$ cat src/rtl/arb_issue_buf.sv
// arb_issue_buf: slot buffer around an age-matrix/matrix-arbiter pair giving oldest-first issue
// through a registered valid/ready output stage.
module arb_issue_buf #(
    parameter int WIDTH = 4,
    parameter int DATA_W = 8,
    localparam int IDX_W = $clog2(WIDTH)
) (
    input  logic              clk,
    input  logic              rst,
    input  logic              in_vld,
    input  logic [DATA_W-1:0] in_data,
    output logic              in_rdy,
    output logic              alloc_en,
    output logic [WIDTH-1:0]  v_alloc,
    output logic [WIDTH-1:0]  v_vld,
    input  logic [WIDTH-1:0]  v_grant,
    output logic              out_vld,
    output logic [DATA_W-1:0] out_data,
    output logic [IDX_W-1:0]  out_idx,
    input  logic              out_rdy,
    output logic [IDX_W:0]    count,
    output logic              err
);
    logic [WIDTH-1:0]  r_occ;
    logic [DATA_W-1:0] r_mem [WIDTH];
    logic              r_out_vld;
    logic [DATA_W-1:0] r_out_data;
    logic [IDX_W-1:0]  r_out_idx;
    logic              r_err;
    logic              w_ok;
    logic              w_acc;
    logic              w_onehot;
    logic              w_gnt_ok;
    logic              w_gnt_err;
    logic [WIDTH-1:0]  w_free;
    logic [IDX_W-1:0]  w_aidx;
    logic [IDX_W-1:0]  w_gidx;
    logic [IDX_W:0]    w_cnt;

    assign w_ok      = ~r_out_vld | out_rdy;
    assign in_rdy    = ~&r_occ;
    assign w_acc     = in_vld & in_rdy;
    // isolates the lowest clear bit of the occupancy vector
    assign w_free    = ~r_occ & (r_occ + 1'b1);
    assign alloc_en  = w_acc;
    assign v_alloc   = w_acc ? w_free : '0;
    assign v_vld     = r_occ & {WIDTH{w_ok}};
    assign w_onehot  = |v_grant & ~|(v_grant & (v_grant - 1'b1));
    assign w_gnt_ok  = w_ok & w_onehot & |(v_grant & r_occ);
    assign w_gnt_err = |v_grant & ~w_gnt_ok;
    assign out_vld   = r_out_vld;
    assign out_data  = r_out_data;
    assign out_idx   = r_out_idx;
    assign err       = r_err;
    assign count     = w_cnt;

    always_comb begin
        w_aidx = '0;
        w_gidx = '0;
        w_cnt  = '0;
        for (int i = 0; i < WIDTH; i++) begin
            w_aidx = w_free[i] ? IDX_W'(i) : w_aidx;
            w_gidx = v_grant[i] ? IDX_W'(i) : w_gidx;
            w_cnt  = w_cnt + {{IDX_W{1'b0}}, r_occ[i]};
        end
    end

    always_ff @(posedge clk) begin
        if (w_acc) r_mem[w_aidx] <= in_data;
    end

    always_ff @(posedge clk or posedge rst) begin
        if (rst) begin
            r_occ      <= '0;
            r_out_vld  <= 1'b0;
            r_out_data <= '0;
            r_out_idx  <= '0;
            r_err      <= 1'b0;
        end else begin
            r_occ <= (r_occ | v_alloc) & ~(w_gnt_ok ? v_grant : '0);
            if (w_gnt_ok) begin
                r_out_vld  <= 1'b1;
                r_out_data <= r_mem[w_gidx];
                r_out_idx  <= w_gidx;
            end else if (out_rdy) begin
                r_out_vld  <= 1'b0;
            end
            if (w_gnt_err) r_err <= 1'b1;
        end
    end
endmodule

$ cat config.mk
export PLATFORM = sky130hd
export DESIGN_NAME = arb_issue_buf
export DESIGN_NICKNAME = d
export VERILOG_FILES = /design/src/rtl/arb_issue_buf.sv
export SDC_FILE = /design/constraint.sdc
export NUM_CORES = 1
export LEC_CHECK = 0
export CORE_MARGIN = 2
export CORE_UTILIZATION = 35
export DETAILED_ROUTE_END_ITERATION = 8
export PLACE_DENSITY = 0.59
export SYNTH_ARGS = -nofsm -noshare
export SYNTH_HDL_FRONTEND = slang
export SYNTH_SLANG_ARGS = --single-unit
$ cat constraint.sdc
create_clock -name clk -period 2.1 [get_ports clk]
set_input_delay 0.42 -clock clk [delete_from_list [all_inputs] [get_ports clk]]
set_output_delay 0.42 -clock clk [all_outputs]
set_load 0.01 [all_outputs]
==> impl_results.md, run 1 <==
- Top cell type's share of synthesized area: around 46%
- Ys async rst share: 33.33%
- Crit path time final: 2253 ps
- RR Startpoint: r_occ[0]
- DRT Pass-1 Iters: 4
- Post-route setup slack: -153.5 ps
- Synth area leader: edfxtp_1
- Clk_skew: 3.604 ps
- Top FF cell, synth: edfxtp_1
- Post-Syn Area: 2111 um2
- Worst Setup End Kind: primary output
- Port bufs: 40
- # IOs: 41
- Final period util: 107.3%
- Vias per Instance: 4.872
- Hold Crit Endpoint: err
- Worst-skew pair later-pin latency: 300 ps
- Nets: 242
- Clock root buffer: clkbuf_8
- Routed WL: 4706 um
- Top cells by area, synth: edfxtp_1 46%, dfrtp_1 19%, mux2_2 7.5%
- Routed Antenna Nets: 0
- R2R setup slack: around 240 ps
- Crit start category: flop
- Clock sink count: 48
- Status: complete, but fails checks
- Routed len/inst: between 15 and 20 um
- Setup TNS: -225.2 ps
- Hold-critical path depth: 1
- CTS HTree Levels: 2
- Data required, critical path: 1680 ps
- GPL Wtd Cong: ~0.80
- Area growth syn-to-layout: 43.86%
- Worst EP arrival: roughly 1800 ps
- RSZ-0062 raised after global routing: true
- Crit Path Max Fanout: 2
- Vias in the first global route: 1413
- Slowest CP cell: fa_1
- Max-cap viol count: 0
- Post-cts hold buffer count: 0
- Worst slew pin tran: 702.6 ps
- Final setup viols: 3
- Initial Util: 35.86%
- Min-delay src: err
- Crit-path cells: inv_2 -> fa_1 -> inv_2 -> ha_4 -> ha_4 -> buf_6
- # diodes: 0
- Dpl ws: -276.8 ps
- Detailed-route DRC error count: 0
- Hpwl dp: 3272 um
- Hold crit path type: reg2reg
- Count of pins over their slew limit: 0
- CTS tree: built
- # rows: 28
- Fmax: 443.8 MHz
- Pwr per Cell Area: 1298 nW/um2
- Leak: 0.001247 uW
- Cells on worst reg2reg path: 8
- Core Region: 5886 um2
- Initial antenna violation count: 0
- Placed cell areas: 2806 um2
- Slew headroom: 53.11%
- First-pass GRT wire length: between 7000 and 8000 um
- Worst reg2reg endpoint: r_mem[1][6]
- Fin. Hold Viols: 0
- Share of layout cells above drive strength 1: 35.14%
- Grt ovf: 0
- Worst hold margin: approximately 500 ps
- Avg Inst Size Synth: 14.36 um2
- Failing checks: negative setup slack
- Worst-path clk slew: 90 ps
- Distinct cell type count after synthesis: 35
- Synth Warn #: 0
- Worst vdd ir: between 500 and 600 uV
- Die H: around 82 um
- Die area: 6668 um2
- Crit path kind: reg2out
- DRT iter0 DRCs: 72
- Slowest stage delay, CP: between 500 and 600 ps
- Design area: 3037 um2
- Post-synth EDFFs: 32
- Chip Width: between 80 and 90 um
- Post-Syn Instances: 147
- Sequential share of the synthesized area: 64.49%
- Clock Path Buffers: 2
- Vias: 1447
- Gr usage total: 14.53%
- Num CTS Buffers: 5
- Largest net degree at the start of global routing: 17
- Synthesis-stage register bit count: 48
- Syn nets: 168
placed cells by master, fill, tap and decap left out, types with 3 or more instances in the layout:
cell	instances
inv_2	4
nand2_1	9
a21oi_1	3
clkbuf_8	5
dfrtp_1	15
edfxtp_1	32
clkdlybuf4s50_1	30
buf_6	4
buf_4	31
and3_1	3
mux2_2	14
mux2i_1	10
nor2_1	6
dlygate4sd2_1	4
inv_1	7
o21ai_0	9
ha_4	3
state kept, by name, indices dropped and copies added, names as in the netlist:
signal / flops
out_vld: 1
err: 1
r_mem: 32
out_data: 8
out_idx: 2
r_occ: 4
cells in the mapped netlist, types with 3 or more instances:
master and instances:
ha_1 4, edfxtp_1 32, and2_1 3, and3_1 3, mux2i_1 10, nand2_1 9
a21oi_1 3, mux2_2 14, clkbuf_1 3, o21ai_0 9, nor2_1 6, dfrtp_1 16
inv_1 10
cells by family (layout without fill, tap and decap cells):
logic type | after synthesis | in the layout | share of synthesized area, %
simple gates | 30 | 30 | 7.706
fa+ha+maj | 5 | 5 | 3.320
flops | 48 | 48 | 64.49
buf+inv | 17 | 92 | 3.912
mux | 26 | 26 | 13.63
compound gates | 20 | 20 | 6.521
xor+xnor | 1 | 1 | 0.4150
worst max-delay path: cells and delay by family, from the launching register on:
| kind | cells | cell delay [ps] |
|---|---|---|
| DFF | 1 | 370 |
| buffers and inverters | 3 | 200 |
| adders and majority gates | 3 | 970 |
power by group:
| part | internal [uW] | leakage, uW | total [uW] | switching (uW) |
|---|---|---|---|---|
| sequential | 1290 | 0.000476 | 1410 | 121 |
| combinational | 992 | 0.000702 | 1740 | 743 |
| clock | 479 | 0.0000687 | 794 | 315 |
through the flow:
stage | power (uW) | util (%) | cells
2_1_floorplan | 2083 | - | 147
3_3_place_gp | 2912 | 47.68 | 286
3_5_place_dp | 2945 | 47.68 | 286
4_1_cts | 3857 | 50.74 | 295
5_1_grt | 4149 | 51.59 | 297
6_report | 3941 | 51.59 | 297
final cells by class:
class                           instances  area, um2
Timing Repair Buffer                   73      668.1
Sequential cell                        48       1363
Inverter                               11      41.29
Tap cell                               75      93.84
Clock buffer                            5      68.82
Multi-Input combinational cell         82      733.2
Clock inverter                          3      68.82
Fill cell                             500       2849
how the worst max path moves through the flow:
stage                          start           to  slack, ps  depth (start not counted)
after floorplan             r_occ[0]  r_mem[0][0]         40                          3
after global placement      r_occ[0]     count[1]       -240                          6
after detailed placement  v_grant[1]  out_data[3]       -280                          6
after CTS                   r_occ[0]     count[1]       -140                          6
after global routing        r_occ[3]     count[1]       -220                          6
final                       r_occ[3]     count[1]       -150                          6
repair_timing:
action,in CTS,in global routing
setup endpoints to repair,13,12
buffers inserted,1,2
gates resized for setup,32,10
pin swaps,0,3
hold endpoints to repair,0,0
gates cloned,0,0
metal layers:
metal,GRT usage [%],part of all wire [%],vias to the layer above
li1,-,-,680
met1,17.81,42,721
met2,24.92,52,39
met3,4.286,4.9,7
met4,4.167,1.2,0
met5,0,0,-
No activity file was read; power rests on OpenSTA's default activity.
==> inputs of run 2 (changes only) <==
--- a/config.mk
+++ b/config.mk
@@ -8,6 +8,7 @@
 export CORE_MARGIN = 2
 export CORE_UTILIZATION = 35
 export DETAILED_ROUTE_END_ITERATION = 8
+export GPL_TIMING_DRIVEN = 0
 export PLACE_DENSITY = 0.59
 export SYNTH_ARGS = -nofsm -noshare
 export SYNTH_HDL_FRONTEND = slang
==> impl_results.md, run 2 (synthesized netlist as in run 1, its figures left out) <==
- RR Startpoint: r_occ[0]
- Crit start category: flop
- Dpl ws: -442.6 ps
- Crit Path Max Fanout: 2
- Leak: approximately 0.0012 uW
- Hpwl dp: 3060 um
- Cells on worst reg2reg path: 7
- Max-cap viol count: 0
- Clock sink count: 48
- Chip Width: 81.66 um
- Worst path depth: 6
- Worst reg2reg endpoint: r_mem[1][6]
- Vias: 1379
- First-pass GRT wire length: about 7000 um
- Post-route setup slack: -154.4 ps
- Clock Path Buffers: 2
- R2R setup slack: 60 ps
- Grt ovf: 0
- Vias per Instance: 4.805
- Worst vdd ir: 408.1 uV
- CTS HTree Levels: 2
- Design area: 2939 um2
- Final period util: 107.4%
- Largest net degree at the start of global routing: 17
- Cells after DPL: ~260
- DRT Pass-1 Iters: 4
- Slew headroom: 53.24%
- Hold crit path type: in2reg
- Count of pins over their slew limit: 0
- Failing checks: negative setup slack
- Fin util: ~50%
- Placed cell areas: 2604 um2
- Worst slew pin tran: 700.7 ps
- Worst-skew pair later-pin latency: 300 ps
- Setup TNS: -215.7 ps
- RSZ-0062 raised after global routing: true
- # rows: 28
- Initial antenna violation count: 0
- Data required, critical path: 1680 ps
- Share of layout cells above drive strength 1: 33.49%
- Routed WL: approximately 4700 um
- Nets: 232
- Num CTS Buffers: 5
- Crit path kind: reg2out
- Commonest non-fill, non-tap cell in the layout: edfxtp_1
- Status: complete, but fails checks
- Crit-path cells: inv_2 -> fa_1 -> inv_2 -> ha_4 -> ha_4 -> buf_6
- GPL Wtd Cong: between 0.7 and 0.8
- Routed len/inst: 16.46 um
- Worst Setup End Kind: primary output
- Clk_skew: 13.80 ps
- CTS tree: built
- Die area: 6668 um2
- Max reg flops: 32
- Critical path buffers and inverters: 3
- Initial Util: 35.86%
- Critical Path Start: r_occ[0]
- Gr usage total: 14.53%
- Final setup viols: 2
- Most frequent cells in the layout: 32 x edfxtp_1, 27 x clkdlybuf4s50_1, 19 x buf_4
- DRT iter0 DRCs: 107
- Vias in the first global route: between 1000 and 1500
- Slowest stage delay, CP: 540 ps
- CP top delay family: adder cells
- Die H: between 80 and 90 um
- Crit path time final: 2254 ps
- Worst EP arrival: 1830 ps
- CP Capture Point: count[1]
- Clock root buffer: clkbuf_8
- Area growth syn-to-layout: 39.24%
- Port bufs: 38
- Fin. Hold Viols: 0
- Fmax: 443.6 MHz
- Slowest CP cell: fa_1
- Routed Antenna Nets: 0
- Pwr per Cell Area: between 1000 and 1500 nW/um2
- Worst-path clk slew: 90 ps
- Detailed-route DRC error count: 0
- Core Region: about 5900 um2
- Biggest register: r_mem
- # diodes: 0
- # IOs: 41
- Non-filler instance count after layout: ~290
==> run 2: where the power goes <==
group / total (uW) / switching (uW) / internal [uW] / leakage (uW)
clock network: 662 / 309 / 353 / 0.0000558
registers: 1410 / 117 / 1290 / 0.000474
logic: 1750 / 768 / 979 / 0.000651
total: 3820 / 1190 / 2630 / 0.00118
==> run 2: through the flow <==
step / power [uW] / hold WS (ps)
6_report: 3821 / 316.1
3_5_place_dp: 2786 / 479.1
5_1_grt: 4002 / 309.3
4_1_cts: 3688 / 312.6
2_1_floorplan: 2083 / 333.7
3_3_place_gp: 2711 / 457.4
==> run 2: repair_timing <==
item                                    4_1_cts  5_1_grt
hold buffers                                  0        0
endpoints found under the setup margin       23       19
endpoints found under the hold margin         0        0
buffers inserted                              8       10
gates resized for setup                      40       13
pin swaps                                     1        3
==> run 2: worst min-delay path by stage <==
stage | startpoint | cells after the start | to | slack [ps]
finish | v_grant[2] | 2 | r_occ[2] | 320
global route | v_grant[2] | 2 | r_occ[2] | 310
CTS | v_grant[2] | 2 | r_occ[2] | 310
detailed placement | err | 1 | err | 480
global placement | err | 1 | err | 460
floorplan | rst | 1 | err | 330
==> run 2: layer usage <==
metal | wire, um | GRT usage [%]
met1 | 1942 | 16.76
met4 | 36 | 4.000
met2 | 2545 | 26.48
met3 | 200 | 3.956
met5 | 0 | 0
==> run 2: area by class of cell <==
cell class / count / area [um2]
flip-flops and latches: 48 / 1365
clock buffers: 5 / 68.82
fillers: 504 / 2947
clock inverters: 3 / 42.54
well taps: 75 / 93.84
plain buffers: 6 / 41.29
multi-input cells: 82 / 755.7
repair buffers: 57 / 530.5
inverters: 11 / 41.29
